File: src/rtl/mem_load_ctrl_if.sv
// Stream-in / memory-write-out bundle for the frame loader; clk and rst_n stay outside.
// slave = loader side, master = stream source / memory / status consumer side.
interface mem_load_ctrl_if #(
  parameter int AW = 8,
  parameter int DW = 8
);
  logic [DW-1:0] byte_in;
  logic          byte_valid;
  logic          abort;
  logic          clear_err;
  logic          mem_we;
  logic [AW-1:0] mem_addr;
  logic [DW-1:0] mem_data;
  logic          busy;
  logic          done;
  logic          err;
  logic [1:0]    err_code;

  modport slave (
    input  byte_in, byte_valid, abort, clear_err,
    output mem_we, mem_addr, mem_data, busy, done, err, err_code
  );

  modport master (
    output byte_in, byte_valid, abort, clear_err,
    input  mem_we, mem_addr, mem_data, busy, done, err, err_code
  );
endinterface

File: src/rtl/mem_load_ctrl.sv
// Frame parser [addr, len, data x len] driving a memory write port; one cycle byte_valid -> mem_we.
// No backpressure: every byte_valid strobe is consumed at full rate; range/timeout/abort resync to IDLE.
module mem_load_ctrl #(
  parameter int DEPTH   = 164,
  parameter int AW      = 8,
  parameter int DW      = 8,
  parameter int TIMEOUT = 1000
) (
  input  logic           clk,
  input  logic           rst_n,
  mem_load_ctrl_if.slave bus
);

  localparam int            TW      = $clog2(TIMEOUT);
  localparam logic [TW-1:0] TO_LAST = TW'(TIMEOUT - 1);
  localparam logic [AW:0]   DEPTH_X = (AW + 1)'(DEPTH);

  typedef enum logic [1:0] {S_IDLE, S_GET_LEN, S_DATA, S_SKIP} state_t;

  state_t        r_state, w_state_nxt;
  logic [AW-1:0] r_start_addr;
  logic [AW-1:0] r_wr_addr;
  logic [DW-1:0] r_remaining;
  logic [TW-1:0] r_tcnt;
  logic          r_mem_we;
  logic [AW-1:0] r_mem_addr;
  logic [DW-1:0] r_mem_data;
  logic          r_done;
  logic          r_err;
  logic [1:0]    r_err_code;

  logic          w_we, w_done, w_err_set, w_start_ld, w_len_ld, w_dec, w_timeout;
  logic [1:0]    w_err_code;
  logic [AW:0]   w_end;

  // Sum is one bit wider than the address so a frame past the top can never wrap into range.
  assign w_end     = (AW + 1)'(r_start_addr) + (AW + 1)'(bus.byte_in);
  assign w_timeout = (r_state != S_IDLE) && !bus.byte_valid && (r_tcnt == TO_LAST);

  always_comb begin
    w_state_nxt = r_state;
    w_we        = 1'b0;
    w_done      = 1'b0;
    w_err_set   = 1'b0;
    w_err_code  = 2'b00;
    w_start_ld  = 1'b0;
    w_len_ld    = 1'b0;
    w_dec       = 1'b0;
    if (bus.abort) begin
      w_state_nxt = S_IDLE;
      if (r_state != S_IDLE) begin
        w_err_set  = 1'b1;
        w_err_code = 2'b11;
      end
    end else if (w_timeout) begin
      w_state_nxt = S_IDLE;
      w_err_set   = 1'b1;
      w_err_code  = 2'b10;
    end else if (bus.byte_valid) begin
      case (r_state)
        S_IDLE: begin
          w_start_ld  = 1'b1;
          w_state_nxt = S_GET_LEN;
        end
        S_GET_LEN: begin
          if (bus.byte_in == '0) begin
            w_done      = 1'b1;
            w_state_nxt = S_IDLE;
          end else if (w_end > DEPTH_X) begin
            w_len_ld    = 1'b1;
            w_err_set   = 1'b1;
            w_err_code  = 2'b01;
            w_state_nxt = S_SKIP;
          end else begin
            w_len_ld    = 1'b1;
            w_state_nxt = S_DATA;
          end
        end
        S_DATA: begin
          w_we  = 1'b1;
          w_dec = 1'b1;
          if (r_remaining == DW'(1)) begin
            w_done      = 1'b1;
            w_state_nxt = S_IDLE;
          end
        end
        S_SKIP: begin
          w_dec = 1'b1;
          if (r_remaining == DW'(1)) w_state_nxt = S_IDLE;
        end
        default: w_state_nxt = S_IDLE;
      endcase
    end
  end

  always_ff @(posedge clk or negedge rst_n) begin
    if (!rst_n) begin
      r_state      <= S_IDLE;
      r_start_addr <= '0;
      r_wr_addr    <= '0;
      r_remaining  <= '0;
      r_tcnt       <= '0;
      r_mem_we     <= 1'b0;
      r_mem_addr   <= '0;
      r_mem_data   <= '0;
      r_done       <= 1'b0;
      r_err        <= 1'b0;
      r_err_code   <= 2'b00;
    end else begin
      r_state  <= w_state_nxt;
      r_mem_we <= w_we;
      r_done   <= w_done;
      if (w_start_ld) r_start_addr <= AW'(bus.byte_in);
      if (w_len_ld) begin
        r_wr_addr   <= r_start_addr;
        r_remaining <= bus.byte_in;
      end else if (w_dec) begin
        r_remaining <= r_remaining - DW'(1);
      end
      if (w_we) begin
        r_mem_addr <= r_wr_addr;
        r_mem_data <= bus.byte_in;
        r_wr_addr  <= r_wr_addr + AW'(1);
      end
      if (bus.byte_valid || w_state_nxt == S_IDLE) r_tcnt <= '0;
      else                                         r_tcnt <= r_tcnt + TW'(1);
      // A new error in the same cycle as clear_err takes precedence.
      if (w_err_set) begin
        r_err      <= 1'b1;
        r_err_code <= w_err_code;
      end else if (bus.clear_err) begin
        r_err      <= 1'b0;
        r_err_code <= 2'b00;
      end
    end
  end

  assign bus.mem_we   = r_mem_we;
  assign bus.mem_addr = r_mem_addr;
  assign bus.mem_data = r_mem_data;
  assign bus.busy     = (r_state != S_IDLE);
  assign bus.done     = r_done;
  assign bus.err      = r_err;
  assign bus.err_code = r_err_code;

endmodule

File: src/flat_wrapper.sv
// flat-port wrapper written by rule: the top's interface ports become plain ports
module mem_load_ctrl_flat 
#(
  parameter int DEPTH   = 164,
  parameter int AW      = 8,
  parameter int DW      = 8,
  parameter int TIMEOUT = 1000
)
  (clk, rst_n, bus_byte_in, bus_byte_valid, bus_abort, bus_clear_err, bus_mem_we, bus_mem_addr, bus_mem_data, bus_busy, bus_done, bus_err, bus_err_code);
  mem_load_ctrl_if #(.AW(AW), .DW(DW)) bus_i ();
  input  logic clk;
  input  logic rst_n;
  input wire logic [$bits(bus_i.byte_in)-1:0] bus_byte_in;
  input wire logic [$bits(bus_i.byte_valid)-1:0] bus_byte_valid;
  input wire logic [$bits(bus_i.abort)-1:0] bus_abort;
  input wire logic [$bits(bus_i.clear_err)-1:0] bus_clear_err;
  output wire logic [$bits(bus_i.mem_we)-1:0] bus_mem_we;
  output wire logic [$bits(bus_i.mem_addr)-1:0] bus_mem_addr;
  output wire logic [$bits(bus_i.mem_data)-1:0] bus_mem_data;
  output wire logic [$bits(bus_i.busy)-1:0] bus_busy;
  output wire logic [$bits(bus_i.done)-1:0] bus_done;
  output wire logic [$bits(bus_i.err)-1:0] bus_err;
  output wire logic [$bits(bus_i.err_code)-1:0] bus_err_code;
  assign bus_i.byte_in = bus_byte_in;
  assign bus_i.byte_valid = bus_byte_valid;
  assign bus_i.abort = bus_abort;
  assign bus_i.clear_err = bus_clear_err;
  assign bus_mem_we = bus_i.mem_we;
  assign bus_mem_addr = bus_i.mem_addr;
  assign bus_mem_data = bus_i.mem_data;
  assign bus_busy = bus_i.busy;
  assign bus_done = bus_i.done;
  assign bus_err = bus_i.err;
  assign bus_err_code = bus_i.err_code;
  mem_load_ctrl #(.DEPTH(DEPTH), .AW(AW), .DW(DW), .TIMEOUT(TIMEOUT)) u_core (.clk(clk), .rst_n(rst_n), .bus(bus_i));
endmodule
File: config.mk
export PLATFORM = sky130hd
export DESIGN_NAME = mem_load_ctrl_flat
export DESIGN_NICKNAME = d
export VERILOG_FILES = /design/src/rtl/mem_load_ctrl_if.sv /design/src/rtl/mem_load_ctrl.sv /design/src/flat_wrapper.sv
export SDC_FILE = /design/constraint.sdc
export NUM_CORES = 1
export LEC_CHECK = 0
export CORE_MARGIN = 2
export CORE_UTILIZATION = 35
export DETAILED_ROUTE_END_ITERATION = 10
export SLEW_MARGIN = 10
export SYNTH_ARGS = -nofsm -noshare
export SYNTH_HDL_FRONTEND = slang
export SYNTH_SLANG_ARGS = --single-unit
File: constraint.sdc
create_clock -name clk -period 2.4 [get_ports clk]
set_input_delay 0.36 -clock clk [delete_from_list [all_inputs] [get_ports clk]]
set_output_delay 0.36 -clock clk [all_outputs]
set_load 0.05 [all_outputs]
* Yosys cells after proc, flatten, opt, wreduce, memory -nomap -nowiden *
Cells that the tools add are included.

storage, ports and cells
  register bits = 57
  output and inout bits = 22

cells by class
  muxes and demuxes = 53
  add/subtract/negate cells = 4
  eq/ne operators = 5
  reductions and logical operators = 12
  magnitude comparators = 1

operator list
  operator                                              number
  two-way mux 1 bit                                     33
  two-way mux 8 bit                                     4
  two-way mux 2 bit                                     13
  adder 10 x 1 -> 10 bit (second input constant)        1
  equality test 10 bit (second input constant)          1
  two-way mux 10 bit                                    1
  adder 8 x 8 -> 9 bit                                  1
  > comparator 9 x 8 -> 1 bit (second input constant)   1
  adder 8 x 1 -> 8 bit (second input constant)          1
  equality test 8 x 1 -> 1 bit (second input constant)  1
  logical NOT 8 bit                                     1
  nonzero test 2 bit                                    4
  subtractor 8 x 1 -> 8 bit (second input constant)     1
  case mux 2 bit (3 select lines)                       1
  equality test 2 bit (second input constant)           2
  logical NOT 2 bit                                     2
  equality test 2 x 1 -> 1 bit (second input constant)  1
  logical AND 1 bit                                     2
  case mux 1 bit (2 select lines)                       1
  OR reduction 2 bit                                    1
  logical NOT 1 bit                                     1
  logical OR 1 bit                                      1

* Depth between registers and ports, before layout *
  word-level depth = 11
  gate-level depth with buffers = 8
  depth with buffers taken out = 7

* Worst setup path after synthesis *
Ideal clock, no wire load.

  path type = register -> register
  start point = register u_core.r_start_addr[0]
  end point = register u_core.r_err_code[1] (netlist: u_core.bus.err_code[1])
  setup slack = 0.235 ns
  data required time = 2.276 ns
  cell stages (with the launch flop) = 8
  period minus slack after synthesis = 2.165 ns
  library setup time = 0.124 ns
  arrival = 2.041 ns
  path through = dfrtp_1 > ha_1 > fa_1 > a21o_1 > a221oi_1 > xnor2_1 > nor4_1 > a211o_1

on the way
  cells in the longest elaborated chain, start to end = 9
  elaborated cells between the ends (all ways) = 10

RTL lines
  element                                                         RTL line              source
  start, declared                                                 mem_load_ctrl.sv:21   logic [AW-1:0] r_start_addr;
  start signal, assigned                                          mem_load_ctrl.sv:113  if (w_start_ld) r_start_addr <= AW'(bus.byte_in);
  adder 8 x 8 -> 9 bit (*)                                        mem_load_ctrl.sv:37   assign w_end = (AW + 1)'(r_start_addr) + (AW + 1)'(bus.byte_in);
  > comparator 9 x 8 -> 1 bit (*)                                 mem_load_ctrl.sv:69   end else if (w_end > DEPTH_X) begin
  two-way mux 1 bit (*)                                           mem_load_ctrl.sv:69
  two-way mux 1 bit (*)                                           mem_load_ctrl.sv:66   if (bus.byte_in == '0) begin
  two-way mux 1 bit (*)                                           mem_load_ctrl.sv:60   case (r_state)
  two-way mux 1 bit (*)                                           mem_load_ctrl.sv:59   end else if (bus.byte_valid) begin
  two-way mux 1 bit (*)                                           mem_load_ctrl.sv:55   end else if (w_timeout) begin
  two-way mux 1 bit (*)                                           mem_load_ctrl.sv:49   if (bus.abort) begin
  two-way mux 2 bit / nonzero test 2 bit (equally long branches)  --
  end signal, assigned                                            mem_load_ctrl.sv:130  r_err_code <= w_err_code;
  end, declared                                                   mem_load_ctrl.sv:30   logic [1:0] r_err_code;

Every way passes the cells marked *; elsewhere a longest branch is shown, timed or not.
A chain may end at the register's enable or synchronous reset.

* Worst setup path after layout *
  start point = input bus_byte_in[0]
  end point = register u_core.r_err_code[1] (netlist: u_core.bus.err_code[1])

on the way
  cells in the longest elaborated chain, start to end = 9
  elaborated cells between the ends (all ways) = 11

RTL lines
  element                                                         RTL line             source
  start, declared                                                 flat_wrapper.sv:13   input wire logic [$bits(bus_i.byte_in)-1:0] bus_byte_in;
  adder 8 x 8 -> 9 bit                                            mem_load_ctrl.sv:37
  > comparator 9 x 8 -> 1 bit                                     mem_load_ctrl.sv:69
  two-way mux 1 bit                                               mem_load_ctrl.sv:69
  two-way mux 1 bit (*)                                           mem_load_ctrl.sv:66
  two-way mux 1 bit (*)                                           mem_load_ctrl.sv:60
  two-way mux 1 bit (*)                                           mem_load_ctrl.sv:59
  two-way mux 1 bit (*)                                           mem_load_ctrl.sv:55
  two-way mux 1 bit (*)                                           mem_load_ctrl.sv:49
  two-way mux 2 bit / nonzero test 2 bit (equally long branches)  --

Marked as above.

==> metrics.yaml <==
status: "finished, final reports clean"
worst_pin_slew_ns: 0.741
yosysTopAreaCell: "dfrtp_1"
wl_per_cell_um: 14.9
routed_wl_um: 7750
finalWeightedCongestion: 0.811
grt_overflow: 0
synth_edf_count: 0
pre_cts_ws_ns: -0.276
first_iter_violations: 146
clockPowerShare: 0.294
synthXorXnorAreaFrac: 0.0494
clk_pin_slew_ns: 0.06
clock_latency_ns: 0.33
worstPathArrival_ns: 2.47
fin_crit_sh: 0.943
critPathKind: "input port to flip-flop"
synth_cell_type_count: 57
p_leak_nw: 1.89
postSynthAreaPerCell_sq_um: 9.44
synthMuxAreaShare: 0.0282
ir_worst_vdd_mv: 0.467
synthesis.nets: 368
grt_util_all_layers: 0.167
maxCapViolCount: 0
start_util: 0.364
fmax_ghz: 0.442
diodes: 0
cts_tree: "done"
firstDrtPassIters: 4
p_comb_frac: 0.333
seq_area_frac_synth: 0.447
slew_viol_final: 0
netlist.area_leader.share: 0.447
synthTopCellsByArea: "dfrtp_1 45%, nand2_1 8.0%, ha_1 6.3%, nor2_1 3.4%, xor2_1 3.0%"
finalHoldViolations: 0
rsz0062_at_grt: "false"
hpwl_um: 5690
ys.flop_type: "dfrtp_1"
finalSetupViolations: 0
place_inst: 505
antenna_left: 0
die_w_um: 99.5
num-nets-final: 438
drive_gt1_frac: 0.182
drc: 0
cts_made_buffers: 9
dieHeight_um: 99.5
vias: 2726
cts_max_level: 3
cp_data_required_time_ns: 2.61
clock_sinks: 57
core.rowCount: 34
async_flop_share: 1.00
grt_pass1_wl_um: 13200
fin_ws_ns: 0.136
die-area_sq_um: 9890
antenna_found_initial: 0
fin_cells: 521
port_buffers: 34
synth_top_family_by_area: "simple AND/OR/NAND/NOR gates"
core_sq_um: 8760
post-route-min-period_ns: 2.26
cts_root_buf: "clkbuf_8"
p_seq_frac: 0.373
p_sw_frac: 0.349
timing.slew.headroom: 0.506
num_io_pins: 35
yosysWarnings: 0
min_path_type: "input port to async pin"
clockBufferDepth: 2
crit_fanout: 3
p_int_w: 0.00235
start_kind: "input port"
ys_seq_elements: 57
cts_hold_buf: 0
synthAdderAreaFrac: 0.0690
synth_simple_gate_area_frac: 0.217
grt_pass1_vias: 2655
switchingPower_w: 0.00126
grt_max_degree: 58
cellPowerDensity_nw_per_um2: 876
synth_compound_area_frac: 0.159
area_delta_synth_final_pct: 29.2
end_kind: "flip-flop"
syn_inst: 338
syn_area_sq_um: 3190
skew_ns: 0.00768
via_per_inst: 5.23
## repair_timing
action / 4_1_cts / 5_1_grt
buffers inserted: 0 / 0
resized for setup: 0 / 4
endpoints found under the setup margin: 0 / 3
## cell usage in the layout, fill, tap and decap left out, drive strengths merged, types with 3 or more instances in the layout
cell type,synthesis,final
or4,4,4
clkbuf,4,12
a211o,3,3
nand3,12,12
o21a,5,5
a21o,4,4
clkdlybuf4s50,0,32
ha,16,16
xor2,11,11
nor4,3,3
xnor2,7,7
nor2,29,29
o22ai,3,3
o21ai,16,16
inv,9,9
mux2,8,8
dfrtp,57,57
nand2b,3,3
o31ai,3,3
a211oi,6,6
nand2,69,69
nor3,7,7
and3,7,7
buf,7,38
o211ai,4,4
a21oi,9,9
## final cells by class
cell class                 count  area (sq um)
clock buffer                  12           165
clock inverter                 4          73.8
fill                         852          4640
inverter                       9          33.8
multi-input combinational    261          1680
sequential                    57          1430
tap                          108           135
timing repair buffer          70           603
## through the flow
stage	total power, W	setup TNS (ns)	cell area (sq um)	hold WS, ns	util
after detailed placement	0.00253	-1.23	3870	0.462	0.441
after floorplan	0.00209	0	3190	0.0644	-
final	0.00361	0	4120	0.178	0.470
after global routing	0.00382	0	4120	0.244	0.470
after global placement	0.00251	-1.03	3870	0.456	0.441
after CTS	0.00361	0	4110	0.199	0.469
## registers in the layout, indices dropped and copies added, names as in the netlist
signal,flops
u_core.r_remaining,8
u_core.bus.err,1
u_core.r_start_addr,8
u_core.r_wr_addr,8
u_core.r_tcnt,10
u_core.bus.mem_addr,8
u_core.bus.mem_we,1
u_core.bus.err_code,2
u_core.r_state,2
u_core.bus.mem_data,8
u_core.bus.done,1
## power groups by stage
stage	combinational [W]	clock (W)	sequential, W
2_1_floorplan	0.000602	0	0.00149
3_3_place_gp	0.00115	0	0.00135
5_1_grt	0.00132	0.00113	0.00137
6_report	0.00120	0.00106	0.00134
3_5_place_dp	0.00117	0	0.00136
4_1_cts	0.00118	0.00109	0.00134
## path summary, 6_finish.rpt
check                                            start                      to  slack (ns)  cells after the start
min in group clk                u_core.bus.mem_addr[5]  u_core.bus.mem_addr[5]        0.47                      2
worst max-delay path                    bus_byte_in[0]  u_core.bus.err_code[1]        0.14                      8
max in group asynchronous                        rst_n   u_core.r_remaining[1]        1.73                      2
worst min register to register  u_core.bus.mem_addr[5]  u_core.bus.mem_addr[5]        0.47                      2
worst max register to register  u_core.r_start_addr[0]  u_core.bus.err_code[1]        0.21                      7
worst min-delay path                             rst_n  u_core.bus.mem_data[1]        0.18                      2
## cells by family (layout without fill, tap and decap cells)
logic type	Yosys count	in the layout
AOI/OAI and AO/OA	70	70
adders and majority gates	17	17
and+or+nand+nor	148	148
buffers and inverters	20	95
muxes	8	8
DFF	57	57
xor gates and xnor gates	18	18
## Yosys cell counts, types with 8 or more instances
master and instances:
nand3_1 12, mux2_2 8, a21oi_1 9, xor2_1 11
nor2_1 29, o21ai_0 8, inv_1 9, nand2_1 68
ha_1 16, dfrtp_1 57
## worst max-delay path, cell delays in order
cell,delay (ns)
clkdlybuf4s50_1,0.44
ha_2,0.21
fa_1,0.38
buf_4,0.16
o211a_1,0.22
o2111ai_1,0.25
nand3_1,0.16
a211o_1,0.29
## layer usage
layer / routed length, um / global-route usage / part of all wire / up-vias
met1: 3750 / 0.231 / 0.48 / 1324
met2: 3480 / 0.253 / 0.45 / 54
met4: 116 / 0.0527 / 0.015 / 0
met3: 395 / 0.0471 / 0.051 / 10
li1: - / - / - / 1338
met5: 0 / 0 / 0 / -
Note: power is estimated with default switching activity, not from simulation.
